===== src/rtl/mem_bus_arbiter.sv =====
// Two-port memory bus arbiter: req/ack handshake per port, one transaction in flight,
// round-robin on conflict, registered wait-state-aware memory strobe.
module mem_bus_arbiter #(
    parameter int AW          = 32,
    parameter int DW          = 32,
    parameter int WAIT_CYCLES = 1
) (
    input  logic          clock,
    input  logic          reset,
    input  logic          m0_req,
    input  logic          m0_rw,
    input  logic [AW-1:0] m0_addr,
    input  logic [DW-1:0] m0_wdata,
    output logic [DW-1:0] m0_rdata,
    output logic          m0_ack,
    input  logic          m1_req,
    input  logic          m1_rw,
    input  logic [AW-1:0] m1_addr,
    input  logic [DW-1:0] m1_wdata,
    output logic [DW-1:0] m1_rdata,
    output logic          m1_ack,
    output logic [AW-1:0] mem_address,
    output logic [DW-1:0] mem_datao,
    output logic          mem_rw,
    output logic          mem_en,
    input  logic [DW-1:0] mem_data,
    output logic          busy,
    output logic          grant
);

    localparam int CW = (WAIT_CYCLES > 0) ? $clog2(WAIT_CYCLES + 1) : 1;

    typedef enum logic [1:0] {
        IDLE   = 2'd0,
        ACCESS = 2'd1,
        DONE   = 2'd2
    } state_t;

    state_t        state, state_nxt;
    logic [CW-1:0] cnt;
    logic          rw_q;
    logic          last_grant;
    logic          take;
    logic          pick;

    // On a tie the port that was not served last wins; otherwise whoever is asking.
    assign pick = (m0_req && m1_req) ? ~last_grant : m1_req;

    // NOTE: every signal written here gets a default first so no latch is inferred.
    always_comb begin
        state_nxt = state;
        take      = 1'b0;
        case (state)
            IDLE: begin
                if (m0_req || m1_req) begin
                    take      = 1'b1;
                    state_nxt = ACCESS;
                end
            end
            ACCESS:  if (cnt == '0) state_nxt = DONE;
            DONE:    state_nxt = IDLE;
            default: state_nxt = IDLE;
        endcase
    end

    always_ff @(posedge clock or posedge reset) begin
        if (reset) state <= IDLE;
        else       state <= state_nxt;
    end

    always_ff @(posedge clock or posedge reset) begin
        if (reset) begin
            mem_address <= '0;
            mem_datao   <= '0;
            rw_q        <= 1'b0;
            grant       <= 1'b0;
            last_grant  <= 1'b1;
            cnt         <= '0;
            m0_rdata    <= '0;
            m1_rdata    <= '0;
        end else begin
            if (take) begin
                mem_address <= pick ? m1_addr  : m0_addr;
                mem_datao   <= pick ? m1_wdata : m0_wdata;
                rw_q        <= pick ? m1_rw    : m0_rw;
                grant       <= pick;
                cnt         <= CW'(WAIT_CYCLES);
            end
            if (state == ACCESS) begin
                if (cnt != '0) begin
                    cnt <= cnt - 1'b1;
                end else if (!rw_q) begin
                    if (grant) m1_rdata <= mem_data;
                    else       m0_rdata <= mem_data;
                end
            end
            if (state == DONE) last_grant <= grant;
        end
    end

    assign mem_en = (state == ACCESS);
    assign mem_rw = mem_en & rw_q;
    assign busy   = (state != IDLE);
    assign m0_ack = (state == DONE) && !grant;
    assign m1_ack = (state == DONE) &&  grant;

endmodule

===== config.mk =====
export PLATFORM = sky130hd
export DESIGN_NAME = mem_bus_arbiter
export DESIGN_NICKNAME = d
export VERILOG_FILES = /design/src/rtl/mem_bus_arbiter.sv
export SDC_FILE = /design/constraint.sdc
export NUM_CORES = 1
export LEC_CHECK = 0
export CORE_UTILIZATION = 29
export CTS_BUF_LIST = sky130_fd_sc_hd__clkbuf_8
export CTS_CLUSTER_SIZE = 25
export DETAILED_ROUTE_END_ITERATION = 6
export GPL_TIMING_DRIVEN = 0
export MAX_ROUTING_LAYER = met4
export PLACE_DENSITY = 0.71
export SLEW_MARGIN = 15
export SYNTH_ARGS = -nofsm -noshare
export SYNTH_HDL_FRONTEND = slang
export SYNTH_SLANG_ARGS = --single-unit

===== constraint.sdc =====
create_clock -name clock -period 6.15 [get_ports clock]
set_input_delay 0.615 -clock clock [delete_from_list [all_inputs] [get_ports clock]]
set_output_delay 0.615 -clock clock [all_outputs]
set_load 0.01 [all_outputs]

==> impl_metrics.json <==
{
  "gp_congestion": 0.771,
  "n_antenna_cell": 0,
  "routedWlPerCell_um": 17.3,
  "hp-class": "flop to flop",
  "crit_type": "flop to output pin",
  "period_share_pct": 39.7,
  "highest_layer": "met4",
  "synth-simple-area-share_pct": 1.04,
  "h-tree-depth": 4,
  "grt_max_degree": 83,
  "drive_above_1_share_pct": 35.0,
  "hold_viol_final": 0,
  "skew_ps": 16.0,
  "drv_slew": 0,
  "peakVddDrop_v": 0.000230,
  "clock.fmax_ghz": 0.409,
  "die_h_um": 144,
  "fin_tns_setup_ps": 0,
  "layout_min_cycle_time_ps": 2440,
  "grt_pass1_wl_mm": 25.0,
  "syn_avg_cell_area_um2": 16.0,
  "outcome": "completed",
  "cts_buffer_depth": 2,
  "ys.flop_type": "dfrtp_1",
  "async_flop_share_pct": 100,
  "drt_iter0_drc": 60,
  "grt_usage_pct": 16.4,
  "met1Wirelength_mm": 6.56,
  "setup.worst_path.end_class": "output pin",
  "synth_edf_count": 0,
  "synth_cells": 369,
  "synth_warnings": 0,
  "power.leakage_nw": 4.04,
  "syn_to_final_growth_pct": 64.1,
  "clkLatencyLatePin_ps": 430,
  "row_count": 51,
  "die_w_um": 144,
  "via_per_inst": 4.37,
  "io_buffers": 299,
  "tritoncts": "done",
  "startpoint_type": "flop",
  "ctsResizeCount": 0,
  "cp.required_ps": 5530,
  "wl_met2_mm": 9.03,
  "power_density_nw_per_um2": 483,
  "antenna_found_initial": 0,
  "cpPeakStageDelay_ps": 550,
  "synth_area_um2": 5890,
  "synth_top_area_share_pct": 56.5,
  "clock-root-buffer": "clkbuf_8",
  "cpMaxStageDelayCell": "clkdlybuf4s50_1",
  "die_area_um2": 20900,
  "path_cells": "nand2b_1 -> inv_1 -> and2_1 -> clkdlybuf4s50_1",
  "cts_made_buffers": 17,
  "path_clk_slew_ps": 70,
  "drt-total-wl_mm": 16.7,
  "io_pins": 300,
  "drtAntennaViolNets": 0,
  "tightestPinTransition_ps": 661,
  "maxCapViolations": 0,
  "synth-xor-area-share_pct": 0,
  "setup-violations-final": 0,
  "grt_setup_unrepaired": "false",
  "cts_sinks": 134,
  "netlist_top_cells_area": "dfrtp_1 57%, mux2_2 31%, mux2_4 7.7%",
  "synth_compound_area_share_pct": 0.531,
  "synth_area_leader_cell": "dfrtp_1",
  "hpwlAfterDp_mm": 12.9,
  "synth_nets": 535,
  "wl_met3_um": 880,
  "synth_top_family_by_area": "multiplexers",
  "post-cts-setup-buffers": 0,
  "max_slew_margin_pct": 56.0,
  "ys_ff_latch": 134,
  "synth_fa_ha_area_share_pct": 0,
  "synth_common_cells": "162 x mux2_2, 133 x dfrtp_1, 30 x mux2_4",
  "core-area_um2": 19700,
  "yosysMostFrequentCell": "mux2_2",
  "postCtsHoldBufs": 0,
  "grt_pass1_vias": 4597,
  "synth_cell_types": 21,
  "critPathMaxFanout": 4,
  "grt-ovfl-total": 0,
  "initial_utilization_pct": 29.9,
  "ys_seq_area_share_pct": 57.0,
  "worstPathArrival_ps": 1830,
  "route.detailed.drc": 0,
  "first_pass_iters": 4,
  "pre_cts_ws_ps": 3530,
  "vias": 4221,
  "finalWorstSetupSlack_ps": 3710,
  "nets": 854,
  "synth.mux.area_fraction_pct": 39.2
}
-- stage by stage --
stage / instances / utilization (%) / hold slack (ps) / total power [mW] / area (um2)
detailed placement: 934 / 47.0 / 483 / 3.95 / 9240
global placement: 933 / 46.9 / 471 / 3.88 / 9210
CTS: 966 / 49.1 / 504 / 4.74 / 9660
finish: 966 / 49.1 / 505 / 4.67 / 9660
floorplan: 369 / - / 494 / 2.67 / 5890
global route: 966 / 49.1 / 522 / 4.95 / 9660
-- report_power, final --
| part | leakage (nW) | total, mW | switching, mW | internal [mW] |
|---|---|---|---|---|
| combinational | 2.26 | 2.31 | 0.838 | 1.47 |
| sequential | 1.58 | 1.60 | 0.254 | 1.34 |
| clock | 0.207 | 0.760 | 0.361 | 0.400 |
| total | 4.04 | 4.67 | 1.45 | 3.21 |
-- flip-flops by register name (all words and copies together), names as in the netlist --
signal and cells:
m0_rdata 32, m1_rdata 32, mem_address 32, mem_datao 32, state 2, cnt 1, grant 1, last_grant 1
rw_q 1
-- cells by family (layout without fill, tap and decap cells) --
logic type / Yosys count / in the layout
flip-flops: 134 / 134
buffers and inverters: 25 / 357
multiplexers: 195 / 195
AND/OR/NAND/NOR: 11 / 11
AO/OA/AOI/OAI: 4 / 4
-- layout by cell type (no fill, tap or decap), types with 2 or more instances in the layout --
cell type	instances
mux2_2	162
mux2_1	2
clkbuf_8	20
nand2b_1	2
buf_2	12
inv_1	2
bufinv_16	2
clkinv_4	3
dfrtp_1	133
buf_6	3
nor2_1	4
nand2_1	2
inv_6	5
clkdlybuf4s50_1	299
mux2_4	30
clkinvlp_4	2
clkbuf_1	6
-- worst max-delay path: cells and delay by family (launching register included) --
kind	cells	cell delay [ps]
flip-flops	1	390
buffers and inverters	2	680
AND/OR/NAND/NOR	2	340
-- metal layers --
layer | up-vias | track usage (%)
met5 | - | -
li1 | 1954 | -
met1 | 2119 | 18.4
met3 | 11 | 4.04
met4 | 0 | 4.71
met2 | 137 | 28.8
-- area by class of cell --
| type | count | area [um2] |
|---|---|---|
| Inverter | 4 | 20.0 |
| Clock inverter | 12 | 141 |
| Clock buffer | 20 | 275 |
| Tap cell | 265 | 332 |
| Fill cell | 1779 | 9990 |
| Buffer | 21 | 116 |
| Multi-Input combinational cell | 210 | 2400 |
| Timing Repair Buffer | 300 | 3020 |
| Sequential cell | 134 | 3350 |
-- worst paths after layout --
kind / from / end / slack [ps] / depth (start not counted)
worst max register to register: last_grant / mem_address[3] / 4140 / 5
min in group asynchronous: reset / m0_rdata[7] / 610 / 2
worst max-delay path: state[1] / mem_rw / 3710 / 4
worst min register to register: mem_datao[10] / mem_datao[10] / 510 / 1
max in group asynchronous: reset / last_grant / 4730 / 3
worst min-delay path: mem_datao[10] / mem_datao[10] / 510 / 1
No activity file was read; power rests on OpenSTA's default activity.
